<file path="src/rtl/ov5640_ddr_frame_ctrl.sv">
// Triple-buffer frame scheduler between the OV5640 capture path and DDR.
// Hands out write buffers, publishes complete frames and grants the newest one to the PCIe reader.
module ov5640_ddr_frame_ctrl #(
  parameter int                 ADDR_W       = 32,
  parameter logic [ADDR_W-1:0]  BASE_ADDR    = 32'h0000_0000,
  parameter logic [ADDR_W-1:0]  FRAME_STRIDE = 32'h0080_0000,
  parameter int                 FRAME_BEATS  = 307200,
  parameter int                 CNT_W        = 20
) (
  input  logic              axi_clk,
  input  logic              axi_rst_n,
  input  logic              wr_frame_start,
  input  logic              wr_data_valid,
  output logic              wr_en,
  output logic [ADDR_W-1:0] wr_base_addr,
  output logic [1:0]        wr_frame_idx,
  output logic              wr_frame_done,
  input  logic              rd_req,
  output logic              rd_grant,
  output logic [ADDR_W-1:0] rd_base_addr,
  output logic [1:0]        rd_frame_idx,
  input  logic              rd_release,
  output logic              rd_busy,
  output logic              frame_new,
  output logic [15:0]       drop_cnt
);

  typedef enum logic [0:0] {S_IDLE = 1'b0, S_WRITE = 1'b1} state_t;

  localparam logic [CNT_W-1:0] LAST_BEAT = CNT_W'(FRAME_BEATS - 1);

  state_t              state_q;
  logic [1:0]          w_idx_q, latest_q, r_idx_q;
  logic                latest_vld_q, rd_busy_q, frame_new_q;
  logic                wr_done_q, rd_grant_q;
  logic [CNT_W-1:0]    beat_cnt_q;
  logic [15:0]         drop_cnt_q;
  logic [ADDR_W-1:0]   wr_base_q, rd_base_q;

  logic                complete_d, grant_d;
  logic [1:0]          alloc_idx_d;

  // Lowest buffer index not excluded by either of two optional holders.
  function automatic logic [1:0] pick_free(input logic [1:0] a, input logic a_en,
                                           input logic [1:0] b, input logic b_en);
    logic [1:0] k;
    k = 2'd2;
    for (int i = 2; i >= 0; i--) begin
      if (!((a_en && a == 2'(i)) || (b_en && b == 2'(i)))) k = 2'(i);
    end
    return k;
  endfunction

  function automatic logic [ADDR_W-1:0] buf_base(input logic [1:0] k);
    return BASE_ADDR + ADDR_W'(k) * FRAME_STRIDE;
  endfunction

  // A buffer granted this very cycle is also excluded so writer and reader can never collide.
  always_comb begin
    complete_d  = (state_q == S_WRITE) && wr_data_valid && (beat_cnt_q == LAST_BEAT);
    grant_d     = rd_req && !rd_busy_q && latest_vld_q;
    alloc_idx_d = pick_free(complete_d ? w_idx_q : latest_q, latest_vld_q || complete_d,
                            grant_d ? latest_q : r_idx_q, rd_busy_q || grant_d);
  end

  always_ff @(posedge axi_clk) begin
    if (!axi_rst_n) begin
      state_q      <= S_IDLE;
      w_idx_q      <= 2'd0;
      latest_q     <= 2'd0;
      latest_vld_q <= 1'b0;
      r_idx_q      <= 2'd0;
      rd_busy_q    <= 1'b0;
      frame_new_q  <= 1'b0;
      wr_done_q    <= 1'b0;
      rd_grant_q   <= 1'b0;
      beat_cnt_q   <= '0;
      drop_cnt_q   <= 16'd0;
      wr_base_q    <= BASE_ADDR;
      rd_base_q    <= BASE_ADDR;
    end else begin
      wr_done_q  <= complete_d;
      rd_grant_q <= grant_d;
      case (state_q)
        S_IDLE: begin
          if (wr_frame_start) begin
            state_q    <= S_WRITE;
            w_idx_q    <= alloc_idx_d;
            wr_base_q  <= buf_base(alloc_idx_d);
            beat_cnt_q <= '0;
          end
        end
        S_WRITE: begin
          if (complete_d) begin
            latest_q     <= w_idx_q;
            latest_vld_q <= 1'b1;
          end
          if (wr_frame_start) begin
            w_idx_q    <= alloc_idx_d;
            wr_base_q  <= buf_base(alloc_idx_d);
            beat_cnt_q <= '0;
            if (!complete_d && drop_cnt_q != 16'hFFFF) drop_cnt_q <= drop_cnt_q + 16'd1;
          end else if (complete_d) begin
            state_q <= S_IDLE;
          end else if (wr_data_valid) begin
            beat_cnt_q <= beat_cnt_q + CNT_W'(1);
          end
        end
        default: state_q <= S_IDLE;
      endcase
      // A frame completing alongside a grant is itself still ungranted.
      if (complete_d) frame_new_q <= 1'b1;
      else if (grant_d) frame_new_q <= 1'b0;
      if (grant_d) begin
        r_idx_q   <= latest_q;
        rd_base_q <= buf_base(latest_q);
        rd_busy_q <= 1'b1;
      end else if (rd_release) begin
        rd_busy_q <= 1'b0;
      end
    end
  end

  assign wr_en         = (state_q == S_WRITE);
  assign wr_base_addr  = wr_base_q;
  assign wr_frame_idx  = w_idx_q;
  assign wr_frame_done = wr_done_q;
  assign rd_grant      = rd_grant_q;
  assign rd_base_addr  = rd_base_q;
  assign rd_frame_idx  = r_idx_q;
  assign rd_busy       = rd_busy_q;
  assign frame_new     = frame_new_q;
  assign drop_cnt      = drop_cnt_q;

endmodule
</file>
<file path="config.mk">
export PLATFORM = sky130hd
export DESIGN_NAME = ov5640_ddr_frame_ctrl
export DESIGN_NICKNAME = d
export VERILOG_FILES = /design/src/rtl/ov5640_ddr_frame_ctrl.sv
export SDC_FILE = /design/constraint.sdc
export NUM_CORES = 1
export LEC_CHECK = 0
export CORE_ASPECT_RATIO = 0.9
export CORE_MARGIN = 2
export CORE_UTILIZATION = 30
export DETAILED_ROUTE_END_ITERATION = 12
export DONT_BUFFER_PORTS = 1
export SYNTH_ARGS = -nofsm -noshare
export SYNTH_HDL_FRONTEND = slang
export SYNTH_SLANG_ARGS = --single-unit
</file>
<file path="constraint.sdc">
create_clock -name axi_clk -period 2.37 [get_ports axi_clk]
set_input_delay 0.237 -clock axi_clk [delete_from_list [all_inputs] [get_ports axi_clk]]
set_output_delay 0.237 -clock axi_clk [all_outputs]
set_load 0.02 [all_outputs]
</file>
==> flow_summary.yaml <==
clocking:
  clkLatencyLatePin_ns: 0.29
  postCtsSetupBuffers: 0
  cts_hold_buf: 0
  cts_sinks: 50
  cts_buffers: 5
  cts.path.max_buffers: 2
  cts.clk_slew.worst_paths_ns: 0.07
  cts_htree_levels: 2
  cts_resized: 0
  root_buffer: "clkbuf_16"
  tritoncts: "yes"
power:
  pwr-share-seq_pct: 48.9
  p_per_area_nw_per_um2: 542
  irDropWorstVdd_mv: 0.246
  intPower_mw: 1.26
  p_comb_share_pct: 8.2
  switching_power_mw: 0.470
  clkPwrFrac_pct: 42.9
  cellLeakagePower_nw: 1.16
  swShare_pct: 27.1
min_path:
  hold_path_depth: 1
  hp-class: "in -> reg"
job:
  drv_cap: 0
setup_path:
  r2r_slack_ns: 0.26
  setup.worst_path.end_class: "flip-flop"
  path_class: "reg -> reg"
  r2r-end: "drop_cnt[14]"
  crit_arrival_ns: 2.33
  crit_path_end: "drop_cnt[14]"
  crit_required_ns: 2.59
  r2r_start: "drop_cnt[0]"
  path_max_fanout: 9
  crit_path_start_kind: "flip-flop"
  rr_worst_depth: 7
  cp-startpoint: "drop_cnt[0]"
synthesis:
  ys_seq_area_share_pct: 32.7
  netlist_area_sq_um: 3060
  ys_types: 53
  ys_seq_elements: 50
  yosys-top-cells-area: "dfxtp_1, buf_4, a21oi_1"
  synth_top_cell_by_area: "dfxtp_1"
  syn_inst: 374
  avgSynthCellArea_sq_um: 8.18
  ys.warnings.count: 0
  netlist.area_leader.share_pct: 32.7
route:
  drc: 0
  via_count: 2499
  first_iter_violations: 168
  wl_met1_microns: 3040
  dr_wl_met2_microns: 3070
  wl_microns: 6540
  via_per_inst: 4.91
  ant_nets: 0
  highest_layer: "met4"
  drt_pre_antenna_iters: 4
  wl_per_cell_microns: 12.9
  wl_met3_microns: 391
finish:
  layout_common_cells: "conb_1, dfxtp_1, nand2_1, a21oi_1, nor2_1"
  fill_cells: 1032
  synthToLayoutAreaGrowth_pct: 4.54
  seq_area_sq_um: 1000
  final_common_cell: "conb_1"
  layout-drive-gt1-share_pct: 10.7
  nNetsFinal: 390
  multiInputGateArea_sq_um: 1720
  n_antenna_cell: 0
timing:
  finClkSkew_ns: 0.00671
  worst_slack_ns: 0.255
  finalSetupViolations: 0
  post-route-period-util_pct: 89.2
  setup_tns_ns: 0
  max_slew_margin_pct: 63.1
  hold_viol: 0
  rsz0062_at_grt: "false"
  fmax_mhz: 473
  drv_slew: 0
  min_period_ns: 2.11
  worstMarginPinSlew_ns: 0.549
global_route:
  first_global_vias: 2262
  grt-ovfl-total: 0
  grt_pass1_wl_microns: 10900
  grt_max_degree: 26
  grt_antenna_before_repair: 0
  grtUsageTotal_pct: 11.7
floorplanning:
  ios: 95
  die_y_microns: 99.8
  die-area_sq_um: 11000
  core_region_area_sq_um: 9780
  rows: 34
  initial_core_util_pct: 31.3
  fp.dieW_microns: 110
place:
  io_buffers: 0
  gp_congestion: 0.837
  dp_hpwl_microns: 4860
  pre_cts_slack_ns: 0.281
status:
  outcome: "complete, no violations"
registers in the layout, indices dropped and copies added (netlist names):
name / cells
beat_cnt_q: 20
drop_cnt: 16
frame_new: 1
latest_q: 2
latest_vld_q: 1
rd_base_addr: 2
rd_busy: 1
rd_frame_idx: 2
rd_grant: 1
wr_en: 1
wr_frame_done: 1
wr_frame_idx: 2
area by class of cell:
type | count | area share [%]
Inverter | 8 | 0.939
Tap cell | 126 | 4.93
Clock buffer | 5 | 3.91
Multi-Input combinational cell | 298 | 53.6
Timing Repair Buffer | 19 | 4.46
Clock inverter | 3 | 0.822
Sequential cell | 50 | 31.3
through the flow:
step	util (%)	cell area, sq um	cells	power [mW]	hold slack, ns
2_1_floorplan	-	3280	433	1.07	0.419
3_3_place_gp	31.1	3050	501	1.01	0.361
3_5_place_dp	31.1	3050	501	1.01	0.370
4_1_cts	32.7	3200	509	1.75	0.0578
5_1_grt	32.7	3200	509	1.80	0.0583
6_report	32.7	3200	509	1.73	0.0668
power by group through the flow:
stage	clock network (mW)	registers (mW)	logic, mW
final	0.743	0.847	0.142
after global routing	0.797	0.848	0.154
after CTS	0.767	0.847	0.140
after detailed placement	0	0.867	0.140
after global placement	0	0.867	0.140
after floorplan	0	0.869	0.199
synthesized netlist by cell type, drive strengths merged:
| cell | count |
|---|---|
| a21oi | 29 |
| a31o | 1 |
| a31oi | 5 |
| and2 | 2 |
| and3 | 6 |
| and4 | 1 |
| and4bb | 1 |
| buf | 70 |
| clkbuf | 7 |
| conb | 1 |
| dfxtp | 50 |
| ha | 2 |
| inv | 8 |
| mux2 | 1 |
| mux2i | 7 |
| nand2 | 32 |
| nand2b | 3 |
| nand3 | 22 |
| nand3b | 3 |
| nand4 | 7 |
| nand4b | 2 |
| nor2 | 25 |
| nor2b | 3 |
| nor3 | 8 |
| nor4 | 3 |
| nor4b | 3 |
| o2111ai | 2 |
| o211ai | 7 |
| o21ai | 10 |
| o21bai | 1 |
| o221a | 1 |
| o22ai | 1 |
| o311ai | 1 |
| o31ai | 14 |
| o41a | 1 |
| o41ai | 2 |
| or2 | 1 |
| or3 | 7 |
| or4 | 15 |
| or4b | 2 |
| xnor2 | 1 |
| xor2 | 6 |
worst min-delay path by stage:
stage                    start              end  slack (ns)
floorplan           rd_release          rd_busy        0.42
global placement     axi_rst_n  rd_frame_idx[0]        0.36
detailed placement   axi_rst_n  rd_frame_idx[0]        0.37
CTS                  axi_rst_n  rd_frame_idx[0]        0.06
global route         axi_rst_n  rd_frame_idx[0]        0.06
finish               axi_rst_n  rd_frame_idx[0]        0.07
metal layers:
layer,global-route usage (%),vias up
li1,-,1252
met3,3.50,4
met4,2.79,0
met1,14.9,1178
met2,19.8,65
met5,0,-
cells by family after synthesis:
logic type	count (synthesis)	share of synthesized area (%)
AND/OR/NAND/NOR	146	27.8
buffers and inverters	85	18.4
AO/OA/AOI/OAI	75	15.5
flip-flops	50	32.7
multiplexers	8	2.66
XOR/XNOR	7	2.00
adder cells (fa/ha/maj)	2	0.818
other	1	0.123
worst max-delay path, stage by stage, from the launching register on:
cell	delay (ns)
dfxtp_1	0.31
ha_1	0.22
nand4_1	0.17
nor4_2	0.07
buf_4	0.15
or3_1	0.47
or4_1	0.51
a21oi_1	0.15
(Power assumes the default switching activity.)
